===== src/rtl/ps2_pkg.sv =====
// Shared PS/2 definitions for the host transmitter and the device receiver.
package ps2_pkg;

  typedef enum logic [2:0] {
    IDLE,
    INHIBIT,
    REQ,
    SHIFT,
    STOP,
    ACK,
    WAIT_IDLE
  } ps2_tx_state_t;

  // Enough to count the 9 data+parity bits of a frame.
  localparam int BIT_CNT_W = 4;

  function automatic int inhibit_cyc(input int clk_hz, input int inhibit_us);
    return (clk_hz / 1_000_000) * inhibit_us;
  endfunction

  function automatic int timeout_cyc(input int clk_hz, input int timeout_us);
    return (clk_hz / 1_000_000) * timeout_us;
  endfunction

endpackage


===== src/rtl/ps2_line_sync.sv =====
// One PS/2 line: 2-FF synchronizer, falling-edge detector and, when
// PS2_TX_GLITCH_FILTER_EN is defined, a 4-sample stability filter in between.
module ps2_line_sync (
  input  logic clk,
  input  logic rst_n,
  input  logic pin,
  output logic level,
  output logic fall
);

  logic [1:0] sync_q;
  logic       level_q;
  logic       prev_q;

  // Idle PS/2 lines are high, so reset to 1 to avoid a false fall.
  always_ff @(posedge clk) begin
    if (!rst_n) begin
      sync_q <= 2'b11;
    end else begin
      sync_q <= {sync_q[0], pin};
    end
  end

`ifdef PS2_TX_GLITCH_FILTER_EN
  logic [2:0] hist_q;
  logic [3:0] window;

  assign window = {hist_q, sync_q[1]};

  always_ff @(posedge clk) begin
    if (!rst_n) begin
      hist_q  <= 3'b111;
      level_q <= 1'b1;
    end else begin
      hist_q <= window[2:0];
      if (&window) begin
        level_q <= 1'b1;
      end else if (~|window) begin
        level_q <= 1'b0;
      end
    end
  end
`else
  assign level_q = sync_q[1];
`endif

  always_ff @(posedge clk) begin
    if (!rst_n) begin
      prev_q <= 1'b1;
    end else begin
      prev_q <= level_q;
    end
  end

  assign level = level_q;
  assign fall  = prev_q & ~level_q;

endmodule


===== src/rtl/ps2_host_tx.sv =====
// PS/2 host-to-device transmitter (open-drain enables only).
// Build option: PS2_TX_GLITCH_FILTER_EN adds a 4-sample input filter.
//
// state     | meaning
// IDLE      | ready for a byte, both lines released
// INHIBIT   | clock pulled low (request-to-send)
// REQ       | start bit driven, clock still held: last inhibit cycle
// SHIFT     | place D0..D7 and parity on device clock falls
// STOP      | release data for the stop bit
// ACK       | sample device ack on the next fall
// WAIT_IDLE | wait for both lines high, then report done
module ps2_host_tx #(
  parameter int CLK_HZ     = 25_000_000,
  parameter int INHIBIT_US = 100,
  parameter int TIMEOUT_US = 15_000
) (
  input  logic       clk,
  input  logic       rst_n,
  input  logic [7:0] tx_data,
  input  logic       tx_valid,
  output logic       tx_ready,
  input  logic       ps2_clk_i,
  input  logic       ps2_data_i,
  output logic       ps2_clk_oe,
  output logic       ps2_data_oe,
  output logic       busy,
  output logic       tx_done,
  output logic       tx_err
);
  import ps2_pkg::*;

  localparam int INH_CYC = inhibit_cyc(CLK_HZ, INHIBIT_US);
  localparam int TO_CYC  = timeout_cyc(CLK_HZ, TIMEOUT_US);
  localparam int TMR_W   = $clog2(((INH_CYC > TO_CYC) ? INH_CYC : TO_CYC) + 1);
  // INHIBIT lasts INH_CYC-1 cycles and REQ one more, so clk_oe is high INH_CYC cycles.
  localparam logic [TMR_W-1:0] INH_LOAD = TMR_W'(INH_CYC - 2);
  localparam logic [TMR_W-1:0] TO_LOAD  = TMR_W'(TO_CYC - 1);

  ps2_tx_state_t        state_q, state_d;
  logic [TMR_W-1:0]     tmr_q, tmr_d;
  logic [8:0]           shreg_q, shreg_d;
  logic [BIT_CNT_W-1:0] bit_cnt_q, bit_cnt_d;
  logic                 data_oe_q, data_oe_d;
  logic                 done_q, done_d;
  logic                 err_q, err_d;

  logic clk_lvl, clk_fall, data_lvl, data_fall_unused;
  logic tmr_zero;

  ps2_line_sync u_clk_sync (
    .clk   (clk),
    .rst_n (rst_n),
    .pin   (ps2_clk_i),
    .level (clk_lvl),
    .fall  (clk_fall)
  );

  ps2_line_sync u_data_sync (
    .clk   (clk),
    .rst_n (rst_n),
    .pin   (ps2_data_i),
    .level (data_lvl),
    .fall  (data_fall_unused)
  );

  assign tmr_zero = (tmr_q == '0);

  always_ff @(posedge clk) begin
    if (!rst_n) begin
      state_q   <= IDLE;
      tmr_q     <= '0;
      shreg_q   <= '0;
      bit_cnt_q <= '0;
      data_oe_q <= 1'b0;
      done_q    <= 1'b0;
      err_q     <= 1'b0;
    end else begin
      state_q   <= state_d;
      tmr_q     <= tmr_d;
      shreg_q   <= shreg_d;
      bit_cnt_q <= bit_cnt_d;
      data_oe_q <= data_oe_d;
      done_q    <= done_d;
      err_q     <= err_d;
    end
  end

  always_comb begin
    state_d   = state_q;
    tmr_d     = tmr_q;
    shreg_d   = shreg_q;
    bit_cnt_d = bit_cnt_q;
    data_oe_d = data_oe_q;
    done_d    = 1'b0;
    err_d     = 1'b0;
    case (state_q)
      IDLE: begin
        if (tx_valid && tx_ready) begin
          shreg_d   = {~^tx_data, tx_data};
          bit_cnt_d = '0;
          tmr_d     = INH_LOAD;
          state_d   = INHIBIT;
        end
      end
      INHIBIT: begin
        if (tmr_zero) begin
          data_oe_d = 1'b1;
          state_d   = REQ;
        end else begin
          tmr_d = tmr_q - 1'b1;
        end
      end
      REQ: begin
        tmr_d   = TO_LOAD;
        state_d = SHIFT;
      end
      SHIFT, STOP, ACK, WAIT_IDLE: begin
        // Timeout wins over any fall seen in the same cycle.
        if (tmr_zero) begin
          data_oe_d = 1'b0;
          err_d     = 1'b1;
          state_d   = IDLE;
        end else begin
          tmr_d = tmr_q - 1'b1;
          case (state_q)
            SHIFT: begin
              if (clk_fall) begin
                data_oe_d = ~shreg_q[0];
                shreg_d   = shreg_q >> 1;
                bit_cnt_d = bit_cnt_q + 1'b1;
                if (bit_cnt_q == BIT_CNT_W'(8)) begin
                  state_d = STOP;
                end
              end
            end
            STOP: begin
              if (clk_fall) begin
                data_oe_d = 1'b0;
                state_d   = ACK;
              end
            end
            ACK: begin
              if (clk_fall) begin
                if (data_lvl) begin
                  err_d   = 1'b1;
                  state_d = IDLE;
                end else begin
                  state_d = WAIT_IDLE;
                end
              end
            end
            WAIT_IDLE: begin
              if (clk_lvl && data_lvl) begin
                done_d  = 1'b1;
                state_d = IDLE;
              end
            end
            default: state_d = IDLE;
          endcase
        end
      end
      default: begin
        data_oe_d = 1'b0;
        state_d   = IDLE;
      end
    endcase
  end

  // The pulse cycle already sits in IDLE; readiness returns one cycle later.
  assign tx_ready    = (state_q == IDLE) && !(done_q || err_q);
  assign busy        = (state_q != IDLE);
  assign ps2_clk_oe  = (state_q == INHIBIT) || (state_q == REQ);
  assign ps2_data_oe = data_oe_q;
  assign tx_done     = done_q;
  assign tx_err      = err_q;

endmodule

===== config.mk =====
export PLATFORM = sky130hd
export DESIGN_NAME = ps2_host_tx
export DESIGN_NICKNAME = d
export VERILOG_FILES = /design/src/rtl/ps2_pkg.sv /design/src/rtl/ps2_line_sync.sv /design/src/rtl/ps2_host_tx.sv
export SDC_FILE = /design/constraint.sdc
export NUM_CORES = 1
export LEC_CHECK = 0
export CORE_UTILIZATION = 35
export DETAILED_ROUTE_END_ITERATION = 10
export PLACE_DENSITY = 0.49
export SLEW_MARGIN = 20
export SYNTH_ARGS = -nofsm -noshare
export SYNTH_HDL_FRONTEND = slang
export SYNTH_HIERARCHICAL = 1
export SYNTH_SLANG_ARGS = --single-unit

===== constraint.sdc =====
create_clock -name clk -period 4.2 [get_ports clk]
set_input_delay 0.84 -clock clk [delete_from_list [all_inputs] [get_ports clk]]
set_output_delay 0.84 -clock clk [all_outputs]
set_load 0.03 [all_outputs]

* Yosys cells after proc, flatten, opt, wreduce, memory -nomap -nowiden *
Index checks and enable logic that the tools add are counted.

word-level totals
  bits in registers = 43
  word-level logic and storage cells = 94
  output and inout bits = 6

cells by class
  reduce and logical (&&, ||, !) cells = 21
  equality and inequality tests = 19
  $add $sub $neg = 2
  bitwise gates (word level) = 7
  multiplexer cells = 35

operators with widths
  cell                     number
  $pmux W19 S3             1
  $mux W19                 2
  $mux W9                  4
  $mux W3                  9
  $ne A4 B4 Y1 const B     6
  $pmux W3 S4              2
  $logic_not A19 Y1        1
  $sub A19 B1 Y19 const B  1
  $pmux W9 S2              1
  $mux W4                  4
  $ne A2 B2 Y1 const B     6
  $reduce_and A5 Y1        2
  $eq A3 B3 Y1 const B     3
  $mux W1                  9
  $pmux W4 S2              1
  $reduce_or A4 Y1         2
  $reduce_xnor A8 Y1       1
  $reduce_and A7 Y1        1
  $eq A3 B2 Y1 const B     2
  $not A1 Y1               6
  $reduce_bool A3 Y1       2
  $reduce_or A5 Y1         1
  $add A4 B1 Y4 const B    1
  $eq A4 B4 Y1 const B     1
  other kinds (12)         15

* Depth between registers and ports, before layout *
  depth in word-level cells = 6
  depth in mapped cells = 10
  depth with buffers taken out = 7

* Cells and area by module *
Netlist, hierarchy kept.

by module, submodules not included
  module         cells each  times used  sequential area each (um2)  area each (um2)
  ps2_host_tx    289         1           760.7                       2359.8
  ps2_line_sync  7           2           60.1                        85.1

* Worst setup path before layout *
Ideal clock, no wire load.

  kind = flip-flop to output port
  start = register state_q[2]
  end = output tx_ready
  data arrival time = 1.713 ns
  path slack = 1.647 ns
  buffers on the path = 2
  stages on the path, launching flop included = 5
  required time = 3.360 ns
  cells stage by stage = dfxtp_1 > buf_2 > or3_1 > buf_2 > nor3_1

on the way
  cells in the longest elaborated chain, start to end = 2

RTL lines
  item                      RTL line            source
  start: declaration        ps2_host_tx.sv:39   ps2_tx_state_t state_q, state_d;
  start signal: assignment  ps2_host_tx.sv:78   state_q <= state_d;
  $logic_not A3 Y1          ps2_host_tx.sv:170  assign tx_ready = (state_q == IDLE) && !(done_q || err_q);
  $logic_and A1 B1 Y1       ps2_host_tx.sv:170
  end: declaration          ps2_host_tx.sv:21   output logic tx_ready,

Every way passes these cells.

* Final worst setup path *
  start = register state_q[1]
  end = output tx_ready

The elaborated chain is that of the path after synthesis.

==> qor.txt <==
outcome - finished clean
Final ANT Viol Nets - 0
Power Dens Cells - 750 nW/um^2
Setup Fix Bufs, Post-CTS - 0
clock root buffer - clkbuf_8
core area - 6830 sq um
period utilisation layout - 0.756
final-report hold violation count - 0
vias in the first global route - 2114
critical path's largest stage delay - 710 ps
total clock sinks - 43
CP Data Arrival Time - 2330 ps
WP data required - 3360 ps
nets - 328
Max FO, Critical Path - 15
Ant. Diodes - 0
wire per inst - 15.6 microns
CP max-delay cell - clkdlybuf4s50_1
routability cong. - 0.784
DP HPWL - 4.37 mm
clock skew - 5.67 ps
worst vdd ir - 0.196 mV
htree depth - 2
Synth warnings - 6
number of vias per cell - 5.64
CP Cell Sequence - or3_1 -> nor3_1 -> clkdlybuf4s50_1
initial antenna violation count - 0
clk buf depth - 2
die width - 86.5 microns
Metal-1 WL - 3.35 mm
commonest non-fill, non-tap cell in the layout - dfxtp_1
RSZ-0062 raised after global routing - false
Netlist Area Pre-Place - 2500 sq um
share of layout cells above drive strength 1 - 0.0737
Slew headroom - 0.399
most frequent cells in the layout - dfxtp_1 (43), o21ai_0 (28), a21oi_1 (25)
Final Power - 0.00214 W
top sig layer - met4
Post-Synthesis Cells - 300
die area - 7480 sq um
Clock Pin Slew Worst Setup and Hold Paths - 90 ps
Placement Rows - 30
post-CTS resize count - 0
largest net degree at the start of global routing - 29
chip height - 86.5 microns
Startpoint Class - flip-flop
met3 WL - 346 microns
fin util - 0.418
CTS buffer count - 5
TNS Setup - 0 ps
Tmin final - 3170 ps
Critical Path End Type - output pin
flop-to-flop setup slack - 1260 ps
global-route wire length before repair - 10.7 mm
grt ovf - 0
PortBufs - 18
DRC Markers - 0
Mean Syn Cell Area - 8.32 sq um
crit path kind - flip-flop to output pin
Min Hold Slack - 412 ps
number of DRC markers in iteration 0 - 170
later-pin clock latency in the skew report - 300 ps
DR pass1 iterations - 4
static leakage - 1.05 nW
HP Class - flip-flop to flip-flop
vias - 2301
GRT Total Usage - 0.184
Non-Filler Instances - 408
hold_buf cts - 0
Routed WL - 6.39 mm
I/O pin total - 19
Post-Syn Nets - 317
Max Cap Viol - 0
routed wl met2 - 2.61 mm
placed insts - 400
Initial Utilization - 0.366
TritonCTS clock tree - built
count of final setup violators - 0
fmax - 0.315 GHz
Worst Tran Pin Value - 902 ps
max-slew violation count - 0
Area Overhead vs Synth - 14.3%
## per-layer routing
metal	vias to the layer above	GRT usage
met5	-	0
met4	0	0.0682
met3	8	0.0381
met2	62	0.250
met1	1079	0.281
li1	1152	-
## state kept, by name, summed over array words and instances (netlist names)
| signal | cells |
|---|---|
| tmr_q | 19 |
| shreg_q | 9 |
| ps2_data_oe | 1 |
| tx_err | 1 |
| tx_done | 1 |
| u_data_sync/sync_q | 2 |
| u_clk_sync/sync_q | 2 |
| state_q | 3 |
| bit_cnt_q | 4 |
| u_clk_sync/prev_q | 1 |
## final cells by class
class                           count  area, sq um
Clock buffer                        6         82.6
Clock inverter                      2         35.0
Fill cell                         735         3980
Inverter                            9         33.8
Multi-Input combinational cell    231         1520
Sequential cell                    43          861
Tap cell                           96          120
Timing Repair Buffer               21          203
## report_power, final
part	internal (W)	leakage [nW]	switching (W)
clock network	0.000193	0.0612	0.000151
logic	0.000431	0.632	0.000740
registers	0.000519	0.353	0.000107
## stage by stage
stage | instance area, sq um | setup slack (ps)
after floorplan | 2500 | 1650
after global placement | 2730 | 1070
after detailed placement | 2730 | 1030
after CTS | 2850 | 1020
after global routing | 2860 | 911
final | 2860 | 1030
## worst max-delay path: cells and delay by family, from the launching register on
family	cells	cell delay [ps]
buf+inv	1	710
simple gates	2	840
flops	1	480
## final timing paths
path                          from                     to  depth (start not counted)
max                     state_q[1]               tx_ready                          3
max reg2reg             state_q[2]               tmr_q[9]                          7
min          u_data_sync/sync_q[0]  u_data_sync/sync_q[1]                          1
min reg2reg  u_data_sync/sync_q[0]  u_data_sync/sync_q[1]                          1
Power figures use the tool's default switching activity.
